$ cat src/rtl/shift_ex_stage.sv
// Two-stage 16-bit execute shift unit: S1 operand capture, then barrel shifter into a registered result.
// Optional SHIFT_EX_FWD_EN forwards the retiring result into a dependent op in S1.
module shift_ex_stage (
  input  logic        clk,
  input  logic        rst,
  input  logic        in_valid,
  output logic        in_ready,
  input  logic [1:0]  in_op,
  input  logic [15:0] in_src,
  input  logic [15:0] in_rt,
  input  logic [3:0]  in_imm,
  input  logic        in_use_imm,
  input  logic [2:0]  in_rs,
  input  logic [2:0]  in_wr_reg,
  input  logic        flush,
  output logic        out_valid,
  input  logic        out_ready,
  output logic [15:0] out_result,
  output logic [2:0]  out_wr_reg
);

  typedef enum logic [1:0] {
    OP_ROL = 2'b00,
    OP_SHL = 2'b01,
    OP_ROR = 2'b10,
    OP_SRL = 2'b11
  } op_e;

  logic        r_s1_valid;
  op_e         r_s1_op;
  logic [15:0] r_s1_src;
  logic [3:0]  r_s1_cnt;
  logic [2:0]  r_s1_wr_reg;

  logic        r_out_valid;
  logic [15:0] r_out_result;
  logic [2:0]  r_out_wr_reg;

  logic        w_s1_advance;
  logic        w_accept;
  logic [3:0]  w_in_cnt;
  logic [15:0] w_shift_src;
  logic [15:0] w_lvl1, w_lvl2, w_lvl4, w_lvl8;

  // in_ready depends combinationally on out_ready: a full S1 frees up in the same cycle it advances.
  assign w_s1_advance = r_s1_valid & (~r_out_valid | out_ready);
  assign in_ready     = ~r_s1_valid | w_s1_advance;
  assign w_accept     = in_valid & in_ready & ~flush;
  assign w_in_cnt     = in_use_imm ? in_imm : in_rt[3:0];

`ifdef SHIFT_EX_FWD_EN
  logic [2:0] r_s1_rs;
  logic       w_fwd;
  logic       w_unused;

  assign w_unused    = &{1'b0, in_rt[15:4]};
  // Only matters when S1 advances, which is exactly when the OR contents are being retired.
  assign w_fwd       = r_out_valid & out_ready & (r_s1_rs == r_out_wr_reg);
  assign w_shift_src = w_fwd ? r_out_result : r_s1_src;

  always_ff @(posedge clk or posedge rst) begin
    if (rst)           r_s1_rs <= '0;
    else if (w_accept) r_s1_rs <= in_rs;
  end
`else
  logic w_unused;

  assign w_unused    = &{1'b0, in_rt[15:4], in_rs};
  assign w_shift_src = r_s1_src;
`endif

  // One barrel level: shift/rotate by a fixed power-of-two amount when enabled.
  function automatic logic [15:0] shift_level(input logic [15:0] d, input op_e op,
                                              input logic en, input int unsigned amt);
    logic [15:0] r;
    r = d;
    if (en) begin
      case (op)
        OP_ROL: r = (d << amt) | (d >> (16 - amt));
        OP_SHL: r = d << amt;
        OP_ROR: r = (d >> amt) | (d << (16 - amt));
        OP_SRL: r = d >> amt;
      endcase
    end
    return r;
  endfunction

  assign w_lvl1 = shift_level(w_shift_src, r_s1_op, r_s1_cnt[0], 1);
  assign w_lvl2 = shift_level(w_lvl1,      r_s1_op, r_s1_cnt[1], 2);
  assign w_lvl4 = shift_level(w_lvl2,      r_s1_op, r_s1_cnt[2], 4);
  assign w_lvl8 = shift_level(w_lvl4,      r_s1_op, r_s1_cnt[3], 8);

  // NOTE: state registers use non-blocking assignments so every flop samples pre-edge values.
  always_ff @(posedge clk or posedge rst) begin
    if (rst) begin
      r_s1_valid  <= 1'b0;
      r_s1_op     <= OP_ROL;
      r_s1_src    <= '0;
      r_s1_cnt    <= '0;
      r_s1_wr_reg <= '0;
    end else begin
      if (w_accept) begin
        r_s1_valid  <= 1'b1;
        r_s1_op     <= op_e'(in_op);
        r_s1_src    <= in_src;
        r_s1_cnt    <= w_in_cnt;
        r_s1_wr_reg <= in_wr_reg;
      end else if (w_s1_advance || flush) begin
        r_s1_valid  <= 1'b0;
      end
    end
  end

  // The output register is never flushed: its op is older than anything flush targets.
  always_ff @(posedge clk or posedge rst) begin
    if (rst) begin
      r_out_valid  <= 1'b0;
      r_out_result <= '0;
      r_out_wr_reg <= '0;
    end else if (w_s1_advance) begin
      r_out_valid  <= 1'b1;
      r_out_result <= w_lvl8;
      r_out_wr_reg <= r_s1_wr_reg;
    end else if (out_ready) begin
      r_out_valid  <= 1'b0;
    end
  end

  assign out_valid  = r_out_valid;
  assign out_result = r_out_result;
  assign out_wr_reg = r_out_wr_reg;

endmodule

$ cat config.mk
export PLATFORM = sky130hd
export DESIGN_NAME = shift_ex_stage
export DESIGN_NICKNAME = d
export VERILOG_FILES = /design/src/rtl/shift_ex_stage.sv
export SDC_FILE = /design/constraint.sdc
export NUM_CORES = 1
export LEC_CHECK = 0
export ABC_AREA = 1
export CORE_UTILIZATION = 45
export DETAILED_ROUTE_END_ITERATION = 7
export PLACE_DENSITY = 0.84
export SETUP_SLACK_MARGIN = 0.2
export SLEW_MARGIN = 20
export SYNTH_ARGS = -nofsm -noshare
export SYNTH_HDL_FRONTEND = slang
export SYNTH_SLANG_ARGS = --single-unit
$ cat constraint.sdc
create_clock -name clk -period 3 [get_ports clk]
set_clock_uncertainty 0.2 [all_clocks]
set_input_delay 0.45 -clock clk [delete_from_list [all_inputs] [get_ports clk]]
set_output_delay 0.45 -clock clk [all_outputs]
set_load 0.02 [all_outputs]
# [Yosys cells after proc, flatten, opt, wreduce, memory -nomap -nowiden]
# Index checks and enable logic that the tools add are counted.
[op_classes] n_eq_ne=3 mux=13 n_bitwise=15 n_reduce_logical=5
[ops] operator="$pmux W16 S4" n=3
[ops] operator="$mux W16" n=4
[ops] operator="$pmux W16 S3" n=1
[ops] operator="$or A12 B16 Y16" n=1
[ops] operator="$or A14 B16 Y16" n=1
[ops] operator="$or A15 B16 Y16" n=1
[ops] operator="$or A16 B1 Y16" n=1
[ops] operator="$or A16 B2 Y16" n=1
[ops] operator="$or A16 B4 Y16" n=1
[ops] operator="$or A8 B16 Y16" n=1
[ops] operator="$eq A2 B2 Y1 const B" n=2
[ops] operator="$mux W1" n=4
[ops] operator="$mux W4" n=1
[ops] operator="$reduce_bool A2 Y1" n=2
[ops] operator="$and A1 B1 Y1" n=3
[ops] operator="$not A1 Y1" n=3
[ops] operator="$eq A2 B1 Y1 const B" n=1
[ops] operator="$logic_not A2 Y1" n=1
[ops] operator="$or A1 B1 Y1" n=2
[ops] operator="$reduce_or A2 Y1" n=1
[ops] operator="$logic_or A1 B1 Y1" n=1
[word_totals] regBits=46 inputBits=50 out_inout_bits=21 wordCells=44

# [Logic depth before layout (Yosys ltp)]
# Gate-level depths: netlist of run 1.
[depth] depth_word=12 depth_mapped=13 depth_no_buf=12

# [Worst setup path before layout of run 1]
# Ideal clock, no wire load.
[synth_timing] kind="register to register" startpoint="register r_out_valid, in the netlist out_valid" endpoint="register r_s1_src[13]" setup_ps=83 arrival_ps=1495 required_ps=2717 setup_slack_ps=1222 stages_incl_launch_ff=8 n_path_buf=2 synth_period_minus_slack_ps=1778 cell_sequence="dfrtp_1 -> nand3_1 -> nand2_1 -> inv_1 -> buf_2 -> buf_1 -> nand2_1 -> o21ai_0"
[synth_via] elab_chain_len=6
[synth_lines] element="start: declaration" line="35" text="logic r_out_valid;"
[synth_lines] element="start signal: assignment" line="117" text="r_out_valid <= 1'b0;"
[synth_lines] element="start signal: assignment" line="121" text="r_out_valid <= 1'b1;"
[synth_lines] element="start signal: assignment" line="125" text="r_out_valid <= 1'b0;"
[synth_lines] element="$not A1 Y1" line="46" text="assign w_s1_advance = r_s1_valid & (~r_out_valid | out_ready);"
[synth_lines] element="$or A1 B1 Y1" line="46"
[synth_lines] element="$and A1 B1 Y1" line="46"
[synth_lines] element="$or A1 B1 Y1" line="47" text="assign in_ready = ~r_s1_valid | w_s1_advance;"
[synth_lines] element="named net in_ready" line="7" text="output logic in_ready,"
[synth_lines] element="$and A1 B1 Y1 (2 in series)" line="48" text="assign w_accept = in_valid & in_ready & ~flush;"
[synth_lines] element="end signal: assignment" line="105" text="r_s1_src <= in_src;"
[synth_lines] element="end: declaration" line="31" text="logic [15:0] r_s1_src;"
# The timed path passes the listed nets, and every way through them passes these cells.
# A chain may end at the register's enable or synchronous reset.

# [Worst setup path in the final report of run 1]
[layout_timing] startpoint="register r_s1_cnt[0]" endpoint="register r_out_result[14], in the netlist out_result[14]"
[layout_via] elab_chain_len=10 word_cells_on_any_way=12 cone_classes="mux (7); bitwise (5)"
[layout_lines] element="start: declaration" line="32" text="logic [3:0] r_s1_cnt;"
[layout_lines] element="start signal: assignment" line="106" text="r_s1_cnt <= w_in_cnt;"
[layout_lines] element="$mux W16 *" line="77" text="if (en) begin"
[layout_lines] element="$or A14 B16 Y16 or $or A16 B2 Y16 (tied branches)" line="81, 79"
[layout_lines] element="$pmux W16 S4" line="78" text="case (op)"
[layout_lines] element="$mux W16 *" line="77"
[layout_lines] element="$or A12 B16 Y16 or $or A16 B4 Y16 (tied branches)" line="81, 79"
[layout_lines] element="$pmux W16 S4" line="78"
[layout_lines] element="$mux W16 *" line="77"
[layout_lines] element="$or A8 B16 Y16" line="79, 81"
[layout_lines] element="$pmux W16 S3" line="78"
[layout_lines] element="$mux W16 *" line="77"
[layout_lines] element="end signal: assignment" line="122" text="r_out_result <= w_lvl8;"
[layout_lines] element="end: declaration" line="36" text="logic [15:0] r_out_result;"
# Mark *: on every way between the ends. The rest lies on a longest branch, timed or not.

==> flow_summary.ini, run 1 <==
[outcome]
status = finished clean

[grt]
grt_overflow_total = 0
grt_pass1_vias = 3246
grt_max_degree = 47
track_usage = 0.238
grt_antenna_before_repair = 0
grt_pass1_wl_um = 14400

[cts]
cts.sinks = 46
cts_hold_buf = 0
cts_resized = 0
cts_tree = built
cts_buffers = 5
insertion_delay_ns = 0.31
cts_buffer_depth = 2
cts_setup_buffers = 0
htree_levels = 2
clkSlewWorstSetupHoldPaths_ns = 0.09
root_buffer = clkbuf_8

[final_layout]
synthToLayoutAreaGrowth_pct = 18.9
fill_cells = 691
final_common_cell = nand2_1
multiInputGateArea_mm2 = 0.00183
seqCellArea_mm2 = 0.00115
fin_cells = 642
fin_nets = 595
final_cell_mix = nand2_1, nand3_1, clkdlybuf4s50_1, dfrtp_1, inv_1
post_route_cells_drive_above_1_share = 0.0641
insertedDiodeCount = 0

[yosys]
syn_avg_cell_area_um2 = 6.47
yosysWarnings = 0
synth_nets = 557
synth-xor-area-share = 0
synth_top_family_by_area = simple AND/OR/NAND/NOR gates
synth-adder-area-share = 0
yosysSeqAreaShare = 0.351
synth_seq_cells = 46
synth_mux_area_frac = 0
synth_area_mm2 = 0.00328
post_synth_num_cell_types = 21
synth_compound_area_frac = 0.0610
synthSimpleGateAreaFrac = 0.498
synthCells = 507

[timing]
setup-tns-final_ns = 0
hold_viol = 0
worst_slack_ns = 0.588
min_period_ns = 2.41
rsz0062_at_grt = false
fmax_mhz = 415
tightest_slew_ns = 0.790
setup_violations = 0
min_period_over_period = 0.804
slew_violations = 0
relSlewSlack = 0.470

[setup_path]
crit_buf_inv = 1
crit_cells = 11
cp-start-kind = flop
cp-end-kind = flop
path_max_fanout = 20
arrival_ns = 2.42
slowest_delay_ns = 0.78
cp_top_family = simple AND/OR/NAND/NOR gates
cp.required_ns = 3.00
worst_path_max_delay_cell = dfrtp_1
r2r_end = out_result[14]
reg2reg_depth = 11
crit_chain = inv_2 -> a21oi_2 -> nand2_1 -> nand3_1 -> nand3_2 -> nand3_1 -> nand3_1 -> nand3_1 -> nand2_1 -> nand2_1 -> nand2_1
rr_startpoint = r_s1_cnt[0]
worstSetupPathType = reg2reg
rrSetupSlack_ns = 0.59

[place]
place_congestion = 0.953
dp.cells = 634
hpwl_um = 6140
placement.io_buffers = 55
dp_slack_ns = 0.665

[floorplanning]
die_area_mm2 = 0.00764
pin_count = 71
core_area_mm2 = 0.00691
die_w_um = 87.4
initial_core_util = 0.475
fp.dieH_um = 87.4
rows = 30

[power_and_ir_drop]
seqPwrFrac = 0.354
p_sw_frac = 0.439
internal_power_mw = 1.38
power_density_mw_per_mm2 = 632
leakagePower_nw = 1.93
peakVddDrop_uv = 239
pwr-share-clk = 0.157
power_switching_mw = 1.08
comb_power_share = 0.489

[routing]
firstDrtPassIters = 5
drtAntennaViolNets = 0
wl_per_cell_um = 12.8
vias = 3459
drc = 0
drt_iter0_markers = 331
via_per_inst = 5.39
finalWirelength_um = 8220

[worst_hold_path]
min-delay-path-class = in2async

[run]
maxCapViolCount = 0
## power by group through the flow
stage,registers [mW],clock network (mW),logic (mW)
6_report,0.873,0.388,1.21
5_1_grt,0.892,0.421,1.35
4_1_cts,0.871,0.394,1.19
3_5_place_dp,0.882,0,1.19
3_3_place_gp,0.879,0,1.16
2_1_floorplan,0.939,0,0.770
## synthesized netlist by cell type
cell,count,share of area
buf_1,2,0.0023
nand3_2,15,0.046
buf_4,5,0.011
buf_8,1,0.0046
dfrtp_1,46,0.35
nor2_4,1,0.0034
clkbuf_1,8,0.0092
nand3_1,128,0.20
or2_2,1,0.0019
clkinv_1,3,0.0034
o211ai_1,7,0.016
nand2_1,215,0.25
inv_2,3,0.0034
o21ai_0,25,0.038
nor2_1,3,0.0034
inv_1,27,0.031
buf_2,10,0.015
a21oi_1,1,0.0015
a21oi_2,2,0.0053
buf_6,3,0.010
nor2_2,1,0.0019
## cell type report
class | count | share of cell area
clock buffer | 6 | 0.0186
tap | 96 | 0.0308
clock inverter | 2 | 0.00353
multi-input combinational | 399 | 0.470
timing repair buffer | 60 | 0.151
inverter | 33 | 0.0317
sequential | 46 | 0.295
## cells by family after synthesis
group | Yosys count
simple gates | 364
buf+inv | 62
flops | 46
compound gates | 35
## how the worst max path moves through the flow
| stage | end | startpoint |
|---|---|---|
| final | out_result[14] | r_s1_cnt[0] |
| after global routing | out_result[2] | r_s1_cnt[0] |
| after CTS | out_result[14] | r_s1_cnt[0] |
| after detailed placement | out_result[14] | r_s1_cnt[0] |
| after global placement | in_ready | out_ready |
| after floorplan | r_s1_src[13] | out_valid |
## metrics by stage
| stage | instance area (um2) | util | hold WS [ns] | power [mW] |
|---|---|---|---|---|
| after global placement | 3820 | 0.553 | 0.267 | 2.04 |
| final | 3900 | 0.565 | 0.287 | 2.47 |
| after floorplan | 3280 | - | 0.242 | 1.71 |
| after CTS | 3900 | 0.565 | 0.289 | 2.46 |
| after global routing | 3900 | 0.565 | 0.323 | 2.67 |
| after detailed placement | 3820 | 0.553 | 0.265 | 2.07 |
## worst reg2reg max path, cell delays in order, from the launching register on
cell	delay, ns
dfrtp_1	0.78
inv_2	0.32
a21oi_2	0.18
nand2_1	0.10
nand3_1	0.10
nand3_2	0.10
nand3_1	0.12
nand3_1	0.11
nand3_1	0.11
nand2_1	0.08
nand2_1	0.06
nand2_1	0.07
## routing by layer
metal  share of wire  track usage  vias up
met5               0            0        -
met4           0.027       0.0984        0
met3           0.050       0.0389       27
met2            0.49        0.404      122
met1            0.44        0.300     1582
li1                -            -     1728
Note: power is estimated with default switching activity, not from simulation.
==> run 2, diff against run 1 <==
--- a/config.mk
+++ b/config.mk
@@ -8,7 +8,7 @@
 export ABC_AREA = 1
 export CORE_UTILIZATION = 45
 export DETAILED_ROUTE_END_ITERATION = 7
-export PLACE_DENSITY = 0.84
+export PLACE_DENSITY = 0.87
 export SETUP_SLACK_MARGIN = 0.2
 export SLEW_MARGIN = 20
 export SYNTH_ARGS = -nofsm -noshare
==> constraint.sdc (replaced) <==
create_clock -name clk -period 2.1 [get_ports clk]
set_clock_uncertainty 0.2 [all_clocks]
set_input_delay 0.315 -clock clk [delete_from_list [all_inputs] [get_ports clk]]
set_output_delay 0.315 -clock clk [all_outputs]
set_load 0.02 [all_outputs]
==> run 2 against run 1 <==
- maximum frequency grew 28%
- global-route usage rose by 2.0 points
- worst setup slack worse by 0.38 ns
- non-clock buffer count grew 17
- die area stayed put
- cell count increased by 2.6%
- power grew 52%
- highest routed layer unchanged
- critical endpoint is now out_result[6]
- sequential cell count unchanged
- critical path type unchanged
- sequential power grew 39%
==> flow_summary.ini, run 2 (synthesized netlist as in run 1, its figures left out) <==
[routing]
finalWirelength_um = 9070
via_per_inst = 5.41
vias = 3565
wl_per_cell_um = 13.8
drc = 0
drtAntennaViolNets = 0
firstDrtPassIters = 6
drt_iter0_markers = 233

[setup_path]
reg2reg_depth = 11
worstSetupPathType = reg2reg
cp.required_ns = 2.10
crit_end = out_result[6]
worst_path_max_delay_cell = dfrtp_2
rrSetupSlack_ns = 0.21
startpoint = r_s1_op[1]
crit_chain = buf_12 -> nand2_1 -> nand3_2 -> nand3_1 -> nand3_2 -> nand3_1 -> nand3_1 -> nand3_1 -> nand2_1 -> nand2_1 -> nand2_1
path_max_fanout = 16
cp-end-kind = flop
slowest_delay_ns = 0.51
arrival_ns = 1.89
cp-start-kind = flop
r2r_end = out_result[6]
rr_startpoint = r_s1_op[1]

[final_layout]
fill_cells = 636
insertedDiodeCount = 0
fin_nets = 612
post_route_cells_drive_above_1_share = 0.146
seqCellArea_mm2 = 0.00115
multiInputGateArea_mm2 = 0.00197
final_common_cell = nand2_1
final_cell_mix = nand2_1, nand3_1, clkdlybuf4s50_1, dfrtp_1, nand3_2
synthToLayoutAreaGrowth_pct = 29.9

[grt]
grt_overflow_total = 0
grt_pass1_vias = 3345
grt_pass1_wl_um = 15500
track_usage = 0.258
grt_max_degree = 47
grt_antenna_before_repair = 0

[timing]
setup-tns-final_ns = 0
tightest_slew_ns = 0.449
setup_violations = 0
min_period_ns = 1.89
timing.hold.ws_ns = 0.145
slew_violations = 0
hold_viol = 0
relSlewSlack = 0.700
min_period_over_period = 0.899
fmax_mhz = 529
rsz0062_at_grt = true

[cts]
cts_tree = built
cts_buffers = 5
cts_buffer_depth = 2
cts.sinks = 46
clkSlewWorstSetupHoldPaths_ns = 0.10
cts_hold_buf = 0
insertion_delay_ns = 0.31
root_buffer = clkbuf_8
htree_levels = 2

[power_and_ir_drop]
peakVddDrop_uv = 395
comb_power_share = 0.527
power_switching_mw = 1.66
internal_power_mw = 2.10
pwr-share-clk = 0.150
power_density_mw_per_mm2 = 881
leakagePower_nw = 2.09
p_sw_frac = 0.441
seqPwrFrac = 0.323

[place]
hpwl_um = 6630
place_congestion = 0.963
placement.io_buffers = 55

[floorplanning]
die_area_mm2 = 0.00764
die_w_um = 87.4
fp.dieH_um = 87.4
rows = 30
pin_count = 71
initial_core_util = 0.475
core_area_mm2 = 0.00691

[worst_hold_path]
min-delay-path-class = in2async

[outcome]
status = finished clean

[run]
maxCapViolCount = 0
run 2: cell types whose count changed in the layout (fill, tap and decap cells not counted), sizes merged:
cell | previous run | this run
clkinvlp | 0 | 1
clkbuf | 6 | 7
buf | 5 | 20
dlygate4sd2 | 0 | 1
clkdlybuf4s50 | 55 | 54
run 2: final cells by class:
cell class	instances	area share
clock inverter	3	0.00499
sequential	46	0.271
inverter	33	0.0320
timing repair buffer	77	0.187
clock buffer	5	0.0161
multi-input combinational	399	0.461
tap	96	0.0282
run 2: stage by stage:
| step | util | cells | area, um2 | setup slack [ns] | power (mW) |
|---|---|---|---|---|---|
| 5_1_grt | 0.617 | 659 | 4260 | 0.0604 | 4.04 |
| 3_5_place_dp | 0.567 | 644 | 3920 | 0.0668 | 3.03 |
| 3_3_place_gp | 0.567 | 644 | 3920 | 0.0583 | 2.99 |
| 6_report | 0.617 | 659 | 4260 | 0.211 | 3.76 |
| 4_1_cts | 0.585 | 653 | 4040 | 0.207 | 3.62 |
| 2_1_floorplan | - | 507 | 3280 | 0.322 | 2.44 |
run 2: timing repair:
item / 4_1_cts / 5_1_grt
pin swaps: 1 / 3
resized for setup: 9 / 33
cloned: 0 / 2
setup endpoints to repair: 17 / 16
buffers inserted: 1 / 4
run 2: routing by layer:
layer | global-route usage | share of wire | wire [um] | vias up
li1 | - | - | - | 1761
met1 | 0.344 | 0.46 | 4140 | 1671
met2 | 0.435 | 0.47 | 4290 | 114
met3 | 0.0341 | 0.048 | 437 | 19
met4 | 0.0775 | 0.022 | 197 | 0
met5 | 0 | 0 | 0 | -
run 2: how the worst min path moves through the flow:
stage / from / to / slack, ns
after floorplan: flush / r_s1_valid / 0.18
after global placement: out_result[15] / out_result[15] / 0.26
after detailed placement: out_result[15] / out_result[15] / 0.26
after CTS: rst / out_result[2] / 0.17
after global routing: rst / out_result[4] / 0.17
final: rst / out_result[8] / 0.15
run 2: critical path, delay by kind of cell (launching register included):
| family | cells | cell delay (ns) |
|---|---|---|
| buffers and inverters | 1 | 0.19 |
| DFF | 1 | 0.51 |
| and+or+nand+nor | 10 | 0.89 |
run 2: power by group through the flow:
stage          sequential, mW  clock (mW)  combinational, mW
3_3_place_gp             1.21           0               1.78
4_1_cts                  1.20       0.571               1.84
6_report                 1.21       0.563               1.98
3_5_place_dp             1.22           0               1.82
2_1_floorplan            1.34           0               1.10
5_1_grt                  1.24       0.608               2.19
==> run 3, diff against run 2 <==
--- a/config.mk
+++ b/config.mk
@@ -8,6 +8,7 @@
 export ABC_AREA = 1
 export CORE_UTILIZATION = 45
 export DETAILED_ROUTE_END_ITERATION = 7
+export GPL_TIMING_DRIVEN = 0
 export PLACE_DENSITY = 0.87
 export SETUP_SLACK_MARGIN = 0.2
 export SLEW_MARGIN = 20
==> run 3 against run 2 <==
- first-iteration DRC count grew 100%
- combinational power grew 23%
- sequential cell count is the same
- sequential share of layout area shrank 3.1 points
- worst hold slack lost 0.073 ns
- final area grew 13%
- register-to-register slack lost 0.07 ns
- power grew 12%
- critical path depth grew 1
- routed wire length grew 25%
- worst setup slack lost 0.073 ns
- sequential power is essentially flat
- critical path type unchanged
- critical endpoint unchanged
- highest routed layer unchanged
==> flow_summary.ini, run 3 (synthesized netlist as in run 1, its figures left out) <==
[outcome]
status = finished clean

[setup_path]
cp.required_ns = 2.11
worstSetupPathType = reg2reg
cp-end-kind = flop
arrival_ns = 1.97
reg2reg_depth = 12
cp-start-kind = flop
rrSetupSlack_ns = 0.14
path_max_fanout = 7

[routing]
via_per_inst = 5.92
firstDrtPassIters = 7
drtAntennaViolNets = 0
finalWirelength_um = 11300
wl_per_cell_um = 16.8
drt_iter0_markers = 475
drc = 0
vias = 3993

[timing]
tightest_slew_ns = 0.633
slew_violations = 0
fmax_mhz = 510
min_period_ns = 1.96
setup_violations = 0
relSlewSlack = 0.578
hold_viol = 0
rsz0062_at_grt = true
min_period_over_period = 0.934
worst_slack_ns = 0.139

[cts]
cts.sinks = 46
cts_buffers = 5
htree_levels = 2
cts_tree = built
root_buffer = clkbuf_8
cts_buffer_depth = 2
clkSlewWorstSetupHoldPaths_ns = 0.10
insertion_delay_ns = 0.31
cts_hold_buf = 0

[power_and_ir_drop]
seqPwrFrac = 0.287
p_sw_frac = 0.467
power_switching_mw = 1.97
leakagePower_nw = 2.28
pwr-share-clk = 0.135
comb_power_share = 0.578
internal_power_mw = 2.25
peakVddDrop_uv = 429
power_density_mw_per_mm2 = 879
p_total_mw = 4.22

[worst_hold_path]
min-delay-path-class = in2async

[place]
place_congestion = 0.988
hpwl_um = 7490
placement.io_buffers = 54
dp_slack_ns = -0.165
placed_area_mm2 = 0.00396

[floorplanning]
pin_count = 71
die_w_um = 87.4
fp.dieH_um = 87.4
initial_core_util = 0.475
rows = 30
die_area_mm2 = 0.00764
core_area_mm2 = 0.00691

[final_layout]
fin_area_mm2 = 0.00480
final_cell_mix = nand2_1, nand3_2, clkdlybuf4s50_1, nand3_1, dfrtp_1
synthToLayoutAreaGrowth_pct = 46.3
insertedDiodeCount = 0
final_common_cell = nand2_1
fin_nets = 627
post_route_cells_drive_above_1_share = 0.292

[grt]
grt_antenna_before_repair = 0
track_usage = 0.281
grt_pass1_vias = 3696
grt_overflow_total = 0
grt_max_degree = 34
grt_pass1_wl_um = 16800

[run]
maxCapViolCount = 0
==> run 3: changes by cell type in the layout (fill, tap and decap cells not counted), sizes merged <==
cell | before | now
clkinvlp | 1 | 0
buf | 20 | 24
inv | 29 | 31
clkinv | 6 | 5
clkbuf | 7 | 19
clkdlybuf4s50 | 54 | 53
==> run 3: routing by layer <==
layer,part of all wire,vias up,wire length [um],global-route usage
li1,-,1796,-,-
met1,0.41,1866,4630,0.364
met2,0.48,275,5420,0.487
met3,0.085,56,967,0.0408
met4,0.027,0,304,0.0805
met5,0,-,0,0.00699
==> run 3: final cells by class <==
class | count | area [um2]
plain buffers | 29 | 233
clock buffers | 5 | 68.8
clock inverters | 3 | 18.8
fillers | 580 | 2110
inverters | 33 | 131
multi-input cells | 399 | 2410
flip-flops and latches | 46 | 1150
well taps | 96 | 120
repair buffers | 63 | 667
==> run 3: repair_timing <==
item	4_1_cts	5_1_grt
gates cloned	0	3
pin swaps	3	35
setup endpoints to repair	29	16
gates resized for setup	13	137
setup buffers	4	1
==> run 3: power by group through the flow <==
stage / Sequential, mW / Combinational, mW / Clock (mW)
after CTS: 1.20 / 1.92 / 0.569
after floorplan: 1.34 / 1.10 / 0
after global placement: 1.21 / 1.82 / 0
final: 1.21 / 2.44 / 0.569
after global routing: 1.23 / 2.62 / 0.599
after detailed placement: 1.21 / 1.86 / 0
==> run 3: final timing paths <==
check | from | endpoint
max | r_s1_op[1] | out_result[6]
min | rst | out_result[1]
max reg2reg | r_s1_op[1] | out_result[6]
min reg2reg | out_result[9] | out_result[9]
max in group asynchronous | rst | r_s1_src[7]
min in group clk | in_use_imm | r_s1_cnt[3]
==> run 3: per-stage QoR <==
stage                     setup TNS [ns]  cells  hold WS, ns   util
after floorplan                        0    507        0.178      -
after global placement            -18.84    657        0.262  0.571
after detailed placement           -2.38    658        0.266  0.574
after CTS                              0    670       0.0959  0.598
after global routing                   0    674        0.116  0.695
final                                  0    674       0.0720  0.695
==> run 3: critical path, cell delays in order (launching register included) <==
cell	delay [ns]
dfrtp_1	0.42
inv_4	0.09
buf_4	0.15
nand2_1	0.07
nand3_1	0.14
nand3_1	0.19
nand3_4	0.12
nand2_2	0.09
nand2_1	0.10
nand3_2	0.10
nand2_1	0.08
nand2_1	0.06
nand2_1	0.05
